$ cat src/rtl/adc_resp_pkg.sv
// rtl/adc_resp_pkg.sv - shared types and constants for the SPI ADC responder
package adc_resp_pkg;

    typedef enum logic [1:0] {
        IDLE,
        CONVERT,
        SHIFT
    } state_t;

    localparam int CFG_WIDTH = 6;
    localparam int CFG_SD    = 5;
    localparam int CFG_OS    = 4;
    localparam int CFG_S1    = 3;
    localparam int CFG_S0    = 2;
    localparam int CFG_UNI   = 1;
    localparam int CFG_SLP   = 0;

    localparam logic [CFG_WIDTH-1:0] RESET_CONFIG = 6'b100010;

    localparam int NUM_CHANNELS = 8;
    localparam int CH_WIDTH     = 3;

    function automatic logic [CH_WIDTH-1:0] cfg_channel(input logic [CFG_WIDTH-1:0] cfg);
        return {cfg[CFG_OS], cfg[CFG_S1], cfg[CFG_S0]};
    endfunction

endpackage

$ cat src/rtl/adc_spi_responder_if.sv
// rtl/adc_spi_responder_if.sv - ADC pin bundle plus sample-bank sink
interface adc_spi_responder_if
    import adc_resp_pkg::*;
#(
    parameter int DATA_WIDTH = 12
);
    logic                  CONVST;
    logic                  SCK;
    logic                  SDI;
    logic                  SDO;
    logic [DATA_WIDTH-1:0] streaming_sink_data;
    logic [CH_WIDTH-1:0]   streaming_sink_channel;
    logic                  streaming_sink_valid;
    logic                  streaming_sink_ready;

    modport master (
        output CONVST, SCK, SDI,
        output streaming_sink_data, streaming_sink_channel, streaming_sink_valid,
        input  SDO, streaming_sink_ready
    );

    modport slave (
        input  CONVST, SCK, SDI,
        input  streaming_sink_data, streaming_sink_channel, streaming_sink_valid,
        output SDO, streaming_sink_ready
    );
endinterface

$ cat src/rtl/adc_resp_sync_edge.sv
// rtl/adc_resp_sync_edge.sv - flop synchronizer with rise/fall pulses
module adc_resp_sync_edge #(
    parameter int STAGES = 2
) (
    input  logic clk,
    input  logic rst,
    input  logic din,
    output logic rise,
    output logic fall
);
    logic [STAGES-1:0] sync_q;
    logic              prev_q;

    always_ff @(posedge clk or posedge rst) begin
        if (rst) begin
            sync_q <= '0;
            prev_q <= 1'b0;
        end else begin
            sync_q[0] <= din;
            for (int i = 1; i < STAGES; i++) begin
                sync_q[i] <= sync_q[i-1];
            end
            prev_q <= sync_q[STAGES-1];
        end
    end

    assign rise = sync_q[STAGES-1] & ~prev_q;
    assign fall = ~sync_q[STAGES-1] & prev_q;
endmodule

$ cat src/rtl/adc_spi_responder.sv
// rtl/adc_spi_responder.sv - LTC2308-style SPI ADC stand-in fed from an 8-entry sample bank
// Optional protocol checker: ADC_RESP_PROTOCOL_CHECK_EN
module adc_spi_responder
    import adc_resp_pkg::*;
#(
    parameter int CONV_CYCLES = 80,
    parameter int DATA_WIDTH  = 12,
    parameter int SYNC_STAGES = 2
) (
    input  logic                 slave_clk,
    input  logic                 slave_reset,
    adc_spi_responder_if.slave   bus,
    output logic                 busy,
    output logic                 protocol_error
);
    localparam int CNT_W  = $clog2(CONV_CYCLES + 1);
    localparam int FALL_W = $clog2(DATA_WIDTH + 1);
    localparam logic [DATA_WIDTH-1:0] SIGN_FLIP = {1'b1, {(DATA_WIDTH-1){1'b0}}};

    logic convst_rise, convst_fall, sck_rise, sck_fall;
    logic [SYNC_STAGES-1:0] sdi_sync;

    adc_resp_sync_edge #(.STAGES(SYNC_STAGES)) u_sync_convst (
        .clk(slave_clk), .rst(slave_reset), .din(bus.CONVST),
        .rise(convst_rise), .fall(convst_fall)
    );

    adc_resp_sync_edge #(.STAGES(SYNC_STAGES)) u_sync_sck (
        .clk(slave_clk), .rst(slave_reset), .din(bus.SCK),
        .rise(sck_rise), .fall(sck_fall)
    );

    // Same depth as SCK so the SDI level lines up with the sck_rise pulse
    always_ff @(posedge slave_clk or posedge slave_reset) begin
        if (slave_reset) begin
            sdi_sync <= '0;
        end else begin
            sdi_sync[0] <= bus.SDI;
            for (int i = 1; i < SYNC_STAGES; i++) begin
                sdi_sync[i] <= sdi_sync[i-1];
            end
        end
    end

    logic [DATA_WIDTH-1:0] bank [NUM_CHANNELS];

    assign bus.streaming_sink_ready = 1'b1;

    always_ff @(posedge slave_clk or posedge slave_reset) begin
        if (slave_reset) begin
            for (int i = 0; i < NUM_CHANNELS; i++) begin
                bank[i] <= '0;
            end
        end else if (bus.streaming_sink_valid && bus.streaming_sink_ready) begin
            bank[bus.streaming_sink_channel] <= bus.streaming_sink_data;
        end
    end

    state_t                state;
    logic [CNT_W-1:0]      conv_cnt;
    logic [FALL_W-1:0]     fall_cnt;
    logic [2:0]            rise_cnt;
    logic [CFG_WIDTH-2:0]  cfg_sh;
    logic [CFG_WIDTH-1:0]  config_q;
    logic [DATA_WIDTH-1:0] shreg;
    logic                  sdo_q;
    logic [DATA_WIDTH-1:0] sel_sample;
    logic [DATA_WIDTH-1:0] conv_result;
    logic                  start_conv;

    // Bank read sees pre-write contents, so a same-cycle sink write is not latched
    assign sel_sample  = bank[cfg_channel(config_q)];
    assign conv_result = config_q[CFG_UNI] ? sel_sample : (sel_sample ^ SIGN_FLIP);
    assign start_conv  = convst_rise && (state == IDLE || state == SHIFT);
    assign bus.SDO     = sdo_q;

    always_ff @(posedge slave_clk or posedge slave_reset) begin
        if (slave_reset) begin
            state    <= IDLE;
            busy     <= 1'b0;
            sdo_q    <= 1'b0;
            shreg    <= '0;
            conv_cnt <= '0;
            fall_cnt <= '0;
            rise_cnt <= '0;
            cfg_sh   <= '0;
            config_q <= RESET_CONFIG;
        end else if (start_conv) begin
            state    <= CONVERT;
            busy     <= 1'b1;
            sdo_q    <= 1'b0;
            shreg    <= conv_result;
            conv_cnt <= CNT_W'(CONV_CYCLES - 1);
            fall_cnt <= '0;
            rise_cnt <= '0;
        end else begin
            case (state)
                CONVERT: begin
                    if (conv_cnt == '0) begin
                        state <= SHIFT;
                        busy  <= 1'b0;
                        sdo_q <= shreg[DATA_WIDTH-1];
                    end else begin
                        conv_cnt <= conv_cnt - 1'b1;
                    end
                end
                SHIFT: begin
                    if (sck_rise && rise_cnt != 3'(CFG_WIDTH)) begin
                        cfg_sh   <= {cfg_sh[CFG_WIDTH-3:0], sdi_sync[SYNC_STAGES-1]};
                        rise_cnt <= rise_cnt + 1'b1;
                        if (rise_cnt == 3'(CFG_WIDTH - 1)) begin
                            config_q <= {cfg_sh, sdi_sync[SYNC_STAGES-1]};
                        end
                    end
                    if (sck_fall) begin
                        if (fall_cnt == FALL_W'(DATA_WIDTH - 1)) begin
                            sdo_q <= 1'b0;
                            state <= IDLE;
                        end else begin
                            fall_cnt <= fall_cnt + 1'b1;
                            shreg    <= shreg << 1;
                            sdo_q    <= shreg[DATA_WIDTH-2];
                        end
                    end
                end
                default: state <= IDLE;
            endcase
        end
    end

`ifdef ADC_RESP_PROTOCOL_CHECK_EN
    // Any abort out of SHIFT is short by definition: a complete frame already left for IDLE
    always_ff @(posedge slave_clk or posedge slave_reset) begin
        if (slave_reset) begin
            protocol_error <= 1'b0;
        end else if ((state == CONVERT && (convst_rise || sck_rise || sck_fall)) ||
                     (state == SHIFT && convst_rise)) begin
            protocol_error <= 1'b1;
        end
    end
`else
    assign protocol_error = 1'b0;
`endif

endmodule

$ cat src/flat_wrapper.sv
// flat-port wrapper written by rule: the top's interface ports become plain ports
module adc_spi_responder_flat import adc_resp_pkg::*;
#(
    parameter int CONV_CYCLES = 80,
    parameter int DATA_WIDTH  = 12,
    parameter int SYNC_STAGES = 2
)
  (slave_clk, slave_reset, busy, protocol_error, bus_CONVST, bus_SCK, bus_SDI, bus_streaming_sink_data, bus_streaming_sink_channel, bus_streaming_sink_valid, bus_SDO, bus_streaming_sink_ready);
  adc_spi_responder_if #(.DATA_WIDTH(DATA_WIDTH)) bus_i ();
  input  logic slave_clk;
  input  logic slave_reset;
  output logic busy;
  output logic protocol_error;
  input wire logic [$bits(bus_i.CONVST)-1:0] bus_CONVST;
  input wire logic [$bits(bus_i.SCK)-1:0] bus_SCK;
  input wire logic [$bits(bus_i.SDI)-1:0] bus_SDI;
  input wire logic [$bits(bus_i.streaming_sink_data)-1:0] bus_streaming_sink_data;
  input wire logic [$bits(bus_i.streaming_sink_channel)-1:0] bus_streaming_sink_channel;
  input wire logic [$bits(bus_i.streaming_sink_valid)-1:0] bus_streaming_sink_valid;
  output wire logic [$bits(bus_i.SDO)-1:0] bus_SDO;
  output wire logic [$bits(bus_i.streaming_sink_ready)-1:0] bus_streaming_sink_ready;
  assign bus_i.CONVST = bus_CONVST;
  assign bus_i.SCK = bus_SCK;
  assign bus_i.SDI = bus_SDI;
  assign bus_i.streaming_sink_data = bus_streaming_sink_data;
  assign bus_i.streaming_sink_channel = bus_streaming_sink_channel;
  assign bus_i.streaming_sink_valid = bus_streaming_sink_valid;
  assign bus_SDO = bus_i.SDO;
  assign bus_streaming_sink_ready = bus_i.streaming_sink_ready;
  adc_spi_responder #(.CONV_CYCLES(CONV_CYCLES), .DATA_WIDTH(DATA_WIDTH), .SYNC_STAGES(SYNC_STAGES)) u_core (.slave_clk(slave_clk), .slave_reset(slave_reset), .bus(bus_i), .busy(busy), .protocol_error(protocol_error));
endmodule
$ cat config.mk
export PLATFORM = sky130hd
export DESIGN_NAME = adc_spi_responder_flat
export DESIGN_NICKNAME = d
export VERILOG_FILES = /design/src/rtl/adc_resp_pkg.sv /design/src/rtl/adc_spi_responder_if.sv /design/src/rtl/adc_resp_sync_edge.sv /design/src/rtl/adc_spi_responder.sv /design/src/flat_wrapper.sv
export SDC_FILE = /design/constraint.sdc
export NUM_CORES = 1
export LEC_CHECK = 0
export ABC_AREA = 0
export CAP_MARGIN = 5
export CORE_UTILIZATION = 50
export DETAILED_ROUTE_END_ITERATION = 6
export GPL_TIMING_DRIVEN = 0
export PLACE_DENSITY = 0.74
export SYNTH_ARGS = -nofsm -noshare
export SYNTH_HDL_FRONTEND = slang
export SYNTH_SLANG_ARGS = --single-unit
$ cat constraint.sdc
create_clock -name slave_clk -period 9.35 [get_ports slave_clk]
set_input_delay 1.4025 -clock slave_clk [delete_from_list [all_inputs] [get_ports slave_clk]]
set_output_delay 1.4025 -clock slave_clk [all_outputs]
set_load 0.05 [all_outputs]
* Yosys cells after proc, flatten, opt, wreduce, memory -nomap -nowiden
Index checks and enable logic that the tools add are counted.
Word-level totals: flip-flop bits (word level) 143, input bits 21, output and inout port bits 4, logic and storage cells 102
Operators by class: $add $sub $neg 3, magnitude comparators 3, equality and inequality tests 10, mux-type cells 34, bitwise logic cells 10, reduce and logical (&&, ||, !) cells 20
Operator list (count):
- $bwmux 96 | 1
- $mux 12 | 8
- $bmux 12 s3 | 1
- $demux 12 s3 | 1
- $mux 7 | 3
- $mux 4 | 4
- $reduce_and 3->1 | 4
- $reduce_bool 2->1 | 5
- $mux 3 | 3
- $ge 4x4->1 const B | 2
- $mux 2 | 4
- $not 3->4 | 2
- $logic_not 7->1 | 1
- $mux 1 | 7
- $sub 7x1->7 const B | 1
- $ne 3x1->1 const B | 2
- $reduce_and 2->1 | 3
- $not 1->1 | 5
- $add 4x1->4 const B | 1
- $eq 4x4->1 const B | 1
- $lt 4x1->1 const B | 1
- $ne 2x1->1 const B | 2
- $pmux 2 s2 | 1
- $reduce_and 4->1 | 1
- other kinds (12) | 16

* Logic depth before layout (Yosys ltp)
Gate-level depths: netlist of run 1.
word-level depth 7, depth in mapped cells 8, gate-level depth less buffers 6

* By module
Synthesis of run 1 repeated with hierarchy kept, for this count alone.
Second synthesis, totals: cells, all modules 454, area total of the unflattened synthesis 6439.9 um^2
Modules (own cells, without submodules):
- adc_spi_responder | instances 1, cells an instance 442, area each 6252.2 um^2, sequential area each 3404.5 um^2
- adc_resp_sync_edge | instances 2, cells an instance 6, area each 93.8 um^2, sequential area each 75.1 um^2

* Worst setup path after synthesis of run 1
No wires, ideal clock.
kind input -> register, start in bus_streaming_sink_channel[0], end reg u_core.bank[36] (netlist name), setup time 0.125 ns, arrival 2.478 ns, data required time 9.225 ns, setup slack 6.747 ns, stages on the path 4, buffers on the path 1, cell sequence nand2b_1 -> nor3b_1 -> buf_2 -> mux2_2
On the way: cells in the longest elaborated chain, start to end 6, elaborated cells between the ends (all ways) 7, classes of those cells 2 x order compare; 3 x mux; 1 x bitwise; 1 x reduce/logical
RTL lines:
- from (decl) | RTL line flat_wrapper.sv:18 | input wire logic [$bits(bus_i.streaming_sink_channel)-1:0] bus_streaming_sink_channel;
- $not 3->4 (not written as such) (*) | RTL line adc_spi_responder.sv:55 | bank[bus.streaming_sink_channel] <= bus.streaming_sink_data;
- $ge 4x4->1 (not written as such) / $lt 4x1->1 (equally long branches) | RTL line adc_spi_responder.sv:55
- $logic_and 1x1->1 (not written as such) | RTL line adc_spi_responder.sv:55
- $mux 12 (not written as such) | RTL line adc_spi_responder.sv:55
- $demux 12 s3 (*) | RTL line adc_spi_responder.sv:55
- $bwmux 96 (*) | RTL line adc_spi_responder.sv:55
- to (signal, indexed assignment) | RTL line adc_spi_responder.sv:55
- to (decl) | RTL line adc_spi_responder.sv:45 | logic [DATA_WIDTH-1:0] bank [NUM_CHANNELS];
Mark *: on every way between the ends. The rest lies on a longest branch, timed or not. A chain may end at the register's enable or synchronous reset.

* Final worst setup path of run 1
start in bus_streaming_sink_channel[1], end reg u_core.bank[27] (netlist name)
Same word-level chain as after synthesis.

==> impl_metrics.yaml, run 1 <==
clock_tree:
  clock_latency_ps: 420
  post_cts_buffers: 0
  hold_buffers: 0
  clock_sinks: 142
  cts_buffers: 17
  tritoncts: "built"
  htree_levels: 4
  cts_resized: 0
  clockBufferDepth: 2
  clk_pin_slew_ps: 60
  cts_root_buf: "clkbuf_16"
routing:
  drt_iter0_drc: 217
  num_vias: 3710
  drt-pass1-iter-count: 4
  drc: 0
  wire_per_inst_um: 18.7
  vias_per_cell: 5.62
  routed_wl_um: 12400
  postRouteAntennaNets: 0
power:
  clkPwrFrac: 0.385
  peakVddDrop_mv: 0.142
  leakagePower_nw: 3.11
  p_seq_frac: 0.462
  intPower_mw: 1.35
  p_sw_frac: 0.245
  p_per_area_nw_per_um2: 239
  combPwrFrac: 0.153
  p_sw_mw: 0.436
timing:
  period_minus_slack_ps: 3060
  maxSlewViolCount: 0
  fin_setup_tns_ps: 0
  worst_slew_pin_slew_ps: 890
  setup_violations: 0
  hold_viol: 0
  max_freq_ghz: 0.327
  post-route-period-util: 0.327
  slew_headroom: 0.406
  rsz0062_at_grt: "false"
  fin_worst_skew_ps: 8.34
floorplan:
  chipHeight_um: 115
  core_um2: 12200
  die_w_um: 115
  fp-row-count: 40
  ioPinCount: 25
  start_util: 0.523
  die_area_um2: 13200
placement:
  postPlaceCellArea_um2: 6850
  gp_congestion: 0.776
  hpwl_um: 8080
  port_buffers: 22
global_routing:
  grt_start_max_net_pins: 75
  grt.total_usage: 0.213
  overflow: 0
  grt_pass1_vias: 3960
  antenna_found_initial: 0
  grt_pass1_wl_um: 20600
synthesis:
  synth_area_um2: 6390
  syn_nets: 467
  ys_ff_latch: 142
  ys_seq_area_frac: 0.557
  syn-instance-count: 437
  ys_types: 44
  yosysWarningCount: 0
  syn_area_per_cell_um2: 14.6
layout:
  finish.instance_area_um2: 7460
  area_delta_synth_final_pct: 16.8
  diodes: 0
  final_layout_size_suffix_gt1_frac: 0.362
  nets: 509
status:
  status: "finished clean"
worst_setup_path:
  arrival_ps: 3360
  start_kind: "input pin"
  crit_path_end_kind: "register"
  required_ps: 9650
  critical_path_class: "in -> reg"
  path_max_fanout: 10
min_path:
  worstHoldPathType: "reg -> reg"
flow_run:
  cap_viol_max_count: 0
==> cells by family (layout without fill, tap and decap cells) <==
logic type | after synthesis | in the layout | synth area share
buffers and inverters | 35 | 90 | 0.0280
DFF | 142 | 142 | 0.557
adders and majority gates | 9 | 9 | 0.0176
xor gates and xnor gates | 11 | 11 | 0.0151
muxes | 144 | 144 | 0.293
other | 2 | 2 | 0.00118
AOI/OAI and AO/OA | 27 | 27 | 0.0349
and+or+nand+nor | 67 | 67 | 0.0535
==> Yosys cell counts (all sizes together) <==
| library cell | count | share of area |
|---|---|---|
| nor2 | 27 | 0.016 |
| and2 | 2 | 0.0020 |
| and3b | 1 | 0.0014 |
| a211oi | 1 | 0.0012 |
| mux2i | 16 | 0.025 |
| nand2 | 11 | 0.0065 |
| o22ai | 1 | 0.00098 |
| conb | 2 | 0.0012 |
| a221o | 10 | 0.016 |
| nor3b | 2 | 0.0024 |
| buf | 20 | 0.019 |
| nand2b | 4 | 0.0039 |
| xor2 | 6 | 0.0082 |
| nand3b | 1 | 0.0012 |
| o21a | 2 | 0.0024 |
| nand3 | 1 | 0.00078 |
| dfstp | 1 | 0.0041 |
| nor2b | 2 | 0.0020 |
| and4 | 2 | 0.0027 |
| mux4 | 24 | 0.085 |
| inv | 8 | 0.0047 |
| a2bb2oi | 1 | 0.0014 |
| ha | 9 | 0.018 |
| a31oi | 3 | 0.0029 |
| nand4 | 3 | 0.0029 |
| or2 | 1 | 0.00098 |
| o2111ai | 2 | 0.0027 |
| clkbuf | 7 | 0.0041 |
| or3 | 1 | 0.00098 |
| o31ai | 1 | 0.0012 |
| a21oi | 1 | 0.00078 |
| xnor2 | 5 | 0.0069 |
| and3 | 1 | 0.00098 |
| or4 | 1 | 0.0018 |
| dfrtp | 141 | 0.55 |
| o211ai | 3 | 0.0035 |
| nand4b | 3 | 0.0041 |
| nor3 | 4 | 0.0031 |
| o21ai | 2 | 0.0022 |
| mux2 | 104 | 0.18 |
==> layout by cell type, fill, tap and decap left out, types with 7 or more instances in the layout <==
cell / count
nor2_1: 27
mux4_2: 24
clkdlybuf4s50_1: 22
inv_1: 7
dfrtp_1: 141
nand2_1: 11
ha_1: 9
a221o_1: 10
buf_2: 8
mux2i_1: 16
clkbuf_1: 9
mux2_2: 104
clkbuf_16: 17
==> worst paths after layout <==
kind	start	end	slack (ps)	cells after the start
worst max-delay path	bus_streaming_sink_channel[1]	u_core.bank[27]	6290	4
worst min-delay path	u_core.u_sync_convst.sync_q[0]	u_core.u_sync_convst.sync_q[1]	350	0
worst max register to register	u_core.config_q[4]	u_core.shreg[10]	7200	6
worst min register to register	u_core.u_sync_convst.sync_q[0]	u_core.u_sync_convst.sync_q[1]	350	0
max in group asynchronous	slave_reset	u_core.bank[73]	7140	3
min in group asynchronous	slave_reset	u_core.bank[60]	1440	2
==> critical path: stages <==
cell             delay [ps]
clkdlybuf4s50_1         610
nand4b_1                220
buf_1                   690
mux2_2                  430
==> registers in the layout, indices dropped and copies added, names as in the netlist <==
name / cells
u_core.state: 2
u_core.bank: 96
u_core.fall_cnt: 4
u_core.u_sync_convst.sync_q: 2
u_core.u_sync_sck.prev_q: 1
u_core.shreg: 12
u_core.sdi_sync: 2
u_core.config_q: 4
u_core.u_sync_sck.sync_q: 2
u_core.u_sync_convst.prev_q: 1
u_core.busy: 1
u_core.bus.SDO: 1
u_core.cfg_sh: 4
u_core.conv_cnt: 7
u_core.rise_cnt: 3
==> cell type report <==
cell class | count | area, um^2
timing repair buffer | 23 | 248
clock buffer | 22 | 474
buffer | 27 | 149
multi-input combinational | 260 | 2650
fill | 963 | 4750
tap | 168 | 210
inverter | 8 | 35.0
sequential | 142 | 3550
clock inverter | 10 | 136
==> power groups by stage <==
stage / registers (mW) / logic, mW / clock network [mW]
after floorplan: 0.813 / 0.209 / 0
after global placement: 0.822 / 0.259 / 0
after detailed placement: 0.830 / 0.275 / 0
after CTS: 0.823 / 0.277 / 0.696
after global routing: 0.839 / 0.301 / 0.726
final: 0.824 / 0.274 / 0.687
==> routing by layer <==
layer  share of wire  global-route usage
met1            0.45               0.282
met2            0.48               0.342
met3           0.041              0.0538
met4           0.023              0.0840
met5               0                   0
==> through the flow <==
| step | instances | hold slack (ps) | setup WS, ps | util | total power, mW |
|---|---|---|---|---|---|
| floorplan | 437 | 331 | 4140 | - | 1.02 |
| global placement | 627 | 334 | 2480 | 0.558 | 1.08 |
| finish | 660 | 350 | 6290 | 0.611 | 1.78 |
| CTS | 660 | 350 | 6310 | 0.611 | 1.80 |
| global route | 660 | 363 | 6180 | 0.611 | 1.87 |
| detailed placement | 628 | 335 | 5890 | 0.561 | 1.11 |
Power figures use the tool's default switching activity.
==> run 2, diff against run 1 <==
clock period = 2.9 ns   (was 9.35 ns; I/O delays follow)
==> impl_metrics.yaml, run 2 (synthesis gave the netlist of run 1 again) <==
status:
  status: "finished clean"
layout:
  final_common_cell: "dfrtp_1"
  largest_register_ff_count: 96
  layout_common_cells: "dfrtp_1 (141), mux2_2 (104), nor2_1 (27)"
  reg_top3: "u_core.bank x96, u_core.shreg x12, u_core.conv_cnt x7"
  area_delta_synth_final_pct: 18.2
  fin_cells: 662
  diodes: 0
  fillers: 954
  final_layout_size_suffix_gt1_frac: 0.368
  largest-register: "u_core.bank"
  nets: 511
  finish.instance_area_um2: 7550
clock_tree:
  tritoncts: "built"
  htree_levels: 4
  clk_pin_slew_ps: 60
  clockBufferDepth: 2
  cts_buffers: 17
  clock_latency_ps: 420
  post_cts_buffers: 0
  cts_root_buf: "clkbuf_16"
  clock_sinks: 142
  hold_buffers: 0
  cts_resized: 0
routing:
  num_vias: 3701
  drt_iter0_drc: 142
  wire_per_inst_um: 18.7
  routed_wl_um: 12400
  drt-pass1-iter-count: 4
  vias_per_cell: 5.59
  postRouteAntennaNets: 0
  drc: 0
global_routing:
  grt_pass1_vias: 4140
  overflow: 0
  grt.total_usage: 0.220
  grt_pass1_wl_um: 21200
  antenna_found_initial: 0
  grt_start_max_net_pins: 41
timing:
  hold_slack_ps: 346
  period_minus_slack_ps: 2170
  setup_violations: 0
  rsz0062_at_grt: "false"
  fin_worst_skew_ps: 6.47
  post-route-period-util: 0.747
  hold_viol: 0
  maxSlewViolCount: 0
  slew_headroom: 0.431
  worst_slew_pin_slew_ps: 854
  max_freq_ghz: 0.462
worst_setup_path:
  start_kind: "register"
  critical_path_class: "reg -> reg"
  arrival_ps: 2470
  required_ps: 3200
  ff2ff_path_depth: 6
  path_max_fanout: 10
  crit_path_end_kind: "register"
min_path:
  worstHoldPathType: "reg -> reg"
  hold_depth: 0
power:
  peakVddDrop_mv: 0.561
  leakagePower_nw: 3.16
  p_total_mw: 5.98
  p_per_area_nw_per_um2: 792
floorplan:
  die_w_um: 115
  fp-row-count: 40
  start_util: 0.523
  core_um2: 12200
  die_area_um2: 13200
  chipHeight_um: 115
  ioPinCount: 25
placement:
  postPlaceCellArea_um2: 6880
  port_buffers: 22
  hpwl_um: 8150
  placedCellCount: 630
  gp_congestion: 0.775
flow_run:
  cap_viol_max_count: 0
[run 2: changes by cell type in the layout (fill, tap and decap cells not counted), sizes merged]
cell      previous run  this run
buf                 21        23
clkinv               4         7
clkinvlp             3         2
clkbuf              29        24
bufinv               3         6
[run 2: worst max-delay path, stage by stage (launching register included)]
cell	delay (ps)
dfrtp_1	320
clkbuf_1	310
buf_2	430
mux4_2	370
mux2i_1	250
nor2_1	80
a221o_1	280
[run 2: power by group]
group / total, mW / internal (mW) / switching [mW]
clock network: 2.44 / 1.61 / 0.831
registers: 2.65 / 2.41 / 0.239
logic: 0.886 / 0.523 / 0.363
total: 5.98 / 4.54 / 1.43
[run 2: layout make-up]
class	count	area (um^2)	area share
Buffer	27	149	0.0197
Clock buffer	17	425	0.0564
Clock inverter	15	243	0.0322
Inverter	8	33.8	0.00448
Multi-Input combinational cell	260	2650	0.351
Sequential cell	142	3550	0.471
Tap cell	168	210	0.0278
Timing Repair Buffer	25	280	0.0371
[run 2: stage by stage]
| step | worst slack [ps] | util | TNS, ps |
|---|---|---|---|
| 2_1_floorplan | 689 | - | 0 |
| 3_3_place_gp | -415 | 0.559 | -57170 |
| 3_5_place_dp | 371 | 0.563 | 0 |
| 4_1_cts | 753 | 0.618 | 0 |
| 5_1_grt | 664 | 0.618 | 0 |
| 6_report | 733 | 0.618 | 0 |
[run 2: per-layer routing]
metal,share of wire,track usage,vias to the layer above
met5,0,0,-
met4,0.020,0.0779,0
met3,0.028,0.0685,23
met2,0.50,0.355,52
met1,0.45,0.284,1937
li1,-,-,1689
[run 2: final timing paths]
check	startpoint	to	slack, ps
max	u_core.config_q[4]	u_core.shreg[4]	730
min	u_core.sdi_sync[0]	u_core.sdi_sync[1]	350
max reg2reg	u_core.config_q[4]	u_core.shreg[4]	730
min reg2reg	u_core.sdi_sync[0]	u_core.sdi_sync[1]	350
max in group asynchronous	slave_reset	u_core.bank[50]	1290
min in group asynchronous	slave_reset	u_core.bank[72]	460
==> run 3, diff against run 2 <==
PLACE_DENSITY = 0.76   (was 0.74)
clock period = 1.8 ns   (was 2.9 ns; I/O delays follow)
==> impl_metrics.yaml, run 3 (synthesis gave the netlist of run 1 again) <==
routing:
  postRouteAntennaNets: 0
  wire_per_inst_um: 19.4
  num_vias: 3795
  vias_per_cell: 5.68
  drt-pass1-iter-count: 4
  routed_wl_um: 13000
  drt_iter0_drc: 230
  drc: 0
layout:
  diodes: 0
  nets: 517
  reg_top3: "u_core.bank x96, u_core.shreg x12, u_core.conv_cnt x7"
  layout_common_cells: "dfrtp_1 (140), mux2_2 (104), nor2_1 (24), mux4_2 (24), clkdlybuf4s50_1 (20)"
  fillers: 936
  final_common_cell: "dfrtp_1"
  multi_input_area_um2: 2730
  largest-register: "u_core.bank"
  ff_latch_area_um2: 3560
  final_layout_size_suffix_gt1_frac: 0.434
  area_delta_synth_final_pct: 20.8
  largest_register_ff_count: 96
timing:
  slew_headroom: 0.644
  rsz0062_at_grt: "true"
  period_minus_slack_ps: 1850
  hold_viol: 0
  fin_worst_skew_ps: 6.86
  fin_setup_tns_ps: -228
  post-route-period-util: 1.03
  maxSlewViolCount: 0
  max_freq_ghz: 0.541
  fin_ws_ps: -48.3
  worst_slew_pin_slew_ps: 533
  setup_violations: 9
power:
  combPwrFrac: 0.162
  leakagePower_nw: 3.23
  p_sw_mw: 2.38
  p_seq_frac: 0.457
  clkPwrFrac: 0.381
  peakVddDrop_mv: 0.850
  p_sw_frac: 0.254
  p_per_area_nw_per_um2: 1210
  p_total_mw: 9.37
  intPower_mw: 6.99
worst_setup_path:
  reg2reg_slack_ps: -50
  path_delay_family: "multiplexers"
  critPathSlowestCell: "mux4_2"
  crit_buf_inv: 2
  cp-startpoint: "u_core.config_q[2]"
  reg2reg_from: "u_core.config_q[2]"
  arrival_ps: 2150
  max_stage_delay_ps: 530
  path_max_fanout: 7
  crit_path_end_kind: "register"
  start_kind: "register"
  required_ps: 2100
  ff2ff_path_depth: 6
  critical_path_class: "reg -> reg"
  r2r_end: "u_core.shreg[10]"
  crit_chain: "buf_6 -> buf_12 -> mux4_2 -> mux2i_2 -> nor2_1 -> a221o_1"
clock_tree:
  htree_levels: 4
  cts_root_buf: "clkbuf_16"
  tritoncts: "built"
  clockBufferDepth: 2
  clk_pin_slew_ps: 60
  cts_buffers: 17
  clock_latency_ps: 420
  clock_sinks: 142
status:
  violations: "negative setup slack"
  status: "finished with violations"
placement:
  hpwl_um: 8360
  port_buffers: 22
  gp_congestion: 0.767
global_routing:
  antenna_found_initial: 0
  grt_pass1_vias: 4099
  grtUsageMet2: 0.373
  grt.total_usage: 0.221
  globalRouteMet1Util: 0.276
  use_met3: 0.0532
  grt_start_max_net_pins: 43
  overflow: 0
  top_usage_layer: "met2"
  grt_pass1_wl_um: 21400
floorplan:
  die_area_um2: 13200
  die_w_um: 115
  start_util: 0.523
  fp-row-count: 40
  chipHeight_um: 115
  core_um2: 12200
  ioPinCount: 25
min_path:
  worstHoldPathType: "in -> async"
flow_run:
  cap_viol_max_count: 0
==> run 3: area by class of cell <==
cell class | instances | area share
clock buffer | 18 | 0.0569
timing repair buffer | 35 | 0.0500
clock inverter | 14 | 0.0216
multi-input combinational | 260 | 0.354
buffer | 23 | 0.0250
sequential | 142 | 0.461
tap | 168 | 0.0272
inverter | 8 | 0.00438
==> run 3: worst max path at each step <==
stage / end / slack (ps) / cells after the start
3_3_place_gp: u_core.bank[64] / -1320 / 2
5_1_grt: u_core.shreg[5] / -110 / 7
6_report: u_core.shreg[10] / -50 / 6
4_1_cts: u_core.shreg[10] / -60 / 6
2_1_floorplan: u_core.bank[0] / -250 / 1
3_5_place_dp: u_core.bank[38] / -540 / 5
==> run 3: metal layers <==
metal / vias up / wire length [um]
met3: 12 / 484
met4: 0 / 156
li1: 1693 / -
met2: 72 / 6890
met5: - / 0
met1: 2018 / 5430
==> run 3: repair_timing <==
action | CTS | global route
gates resized for setup | 37 | 10
pin swaps | 1 | 2
setup buffers | 6 | 3
hold buffers | 0 | 0
cloned | 1 | 0
setup endpoints to repair | 63 | 65
==> run 3: power by group through the flow <==
| stage | logic, mW | clock network, mW | registers, mW |
|---|---|---|---|
| 2_1_floorplan | 1.09 | 0 | 4.22 |
| 3_3_place_gp | 1.35 | 0 | 4.26 |
| 3_5_place_dp | 1.44 | 0 | 4.32 |
| 4_1_cts | 1.49 | 3.63 | 4.28 |
| 5_1_grt | 1.66 | 3.78 | 4.35 |
| 6_report | 1.52 | 3.57 | 4.28 |
==> run 3: stage by stage <==
| stage | setup slack [ps] | instance area, um^2 | util | cells | hold WS [ps] |
|---|---|---|---|---|---|
| after detailed placement | -543 | 6880 | 0.563 | 630 | 339 |
| after floorplan | -246 | 6390 | - | 437 | 301 |
| after global routing | -114 | 7710 | 0.632 | 668 | 281 |
| after CTS | -57.8 | 7670 | 0.628 | 667 | 267 |
| final | -48.3 | 7710 | 0.632 | 668 | 256 |
| after global placement | -1320 | 6820 | 0.559 | 627 | 333 |
==> run 3: worst reg2reg max path: cells and delay by family (launching register included) <==
kind	cells	cell delay, ps
mux	2	750
flops	1	340
buf+inv	2	300
compound gates	1	260
simple gates	1	60
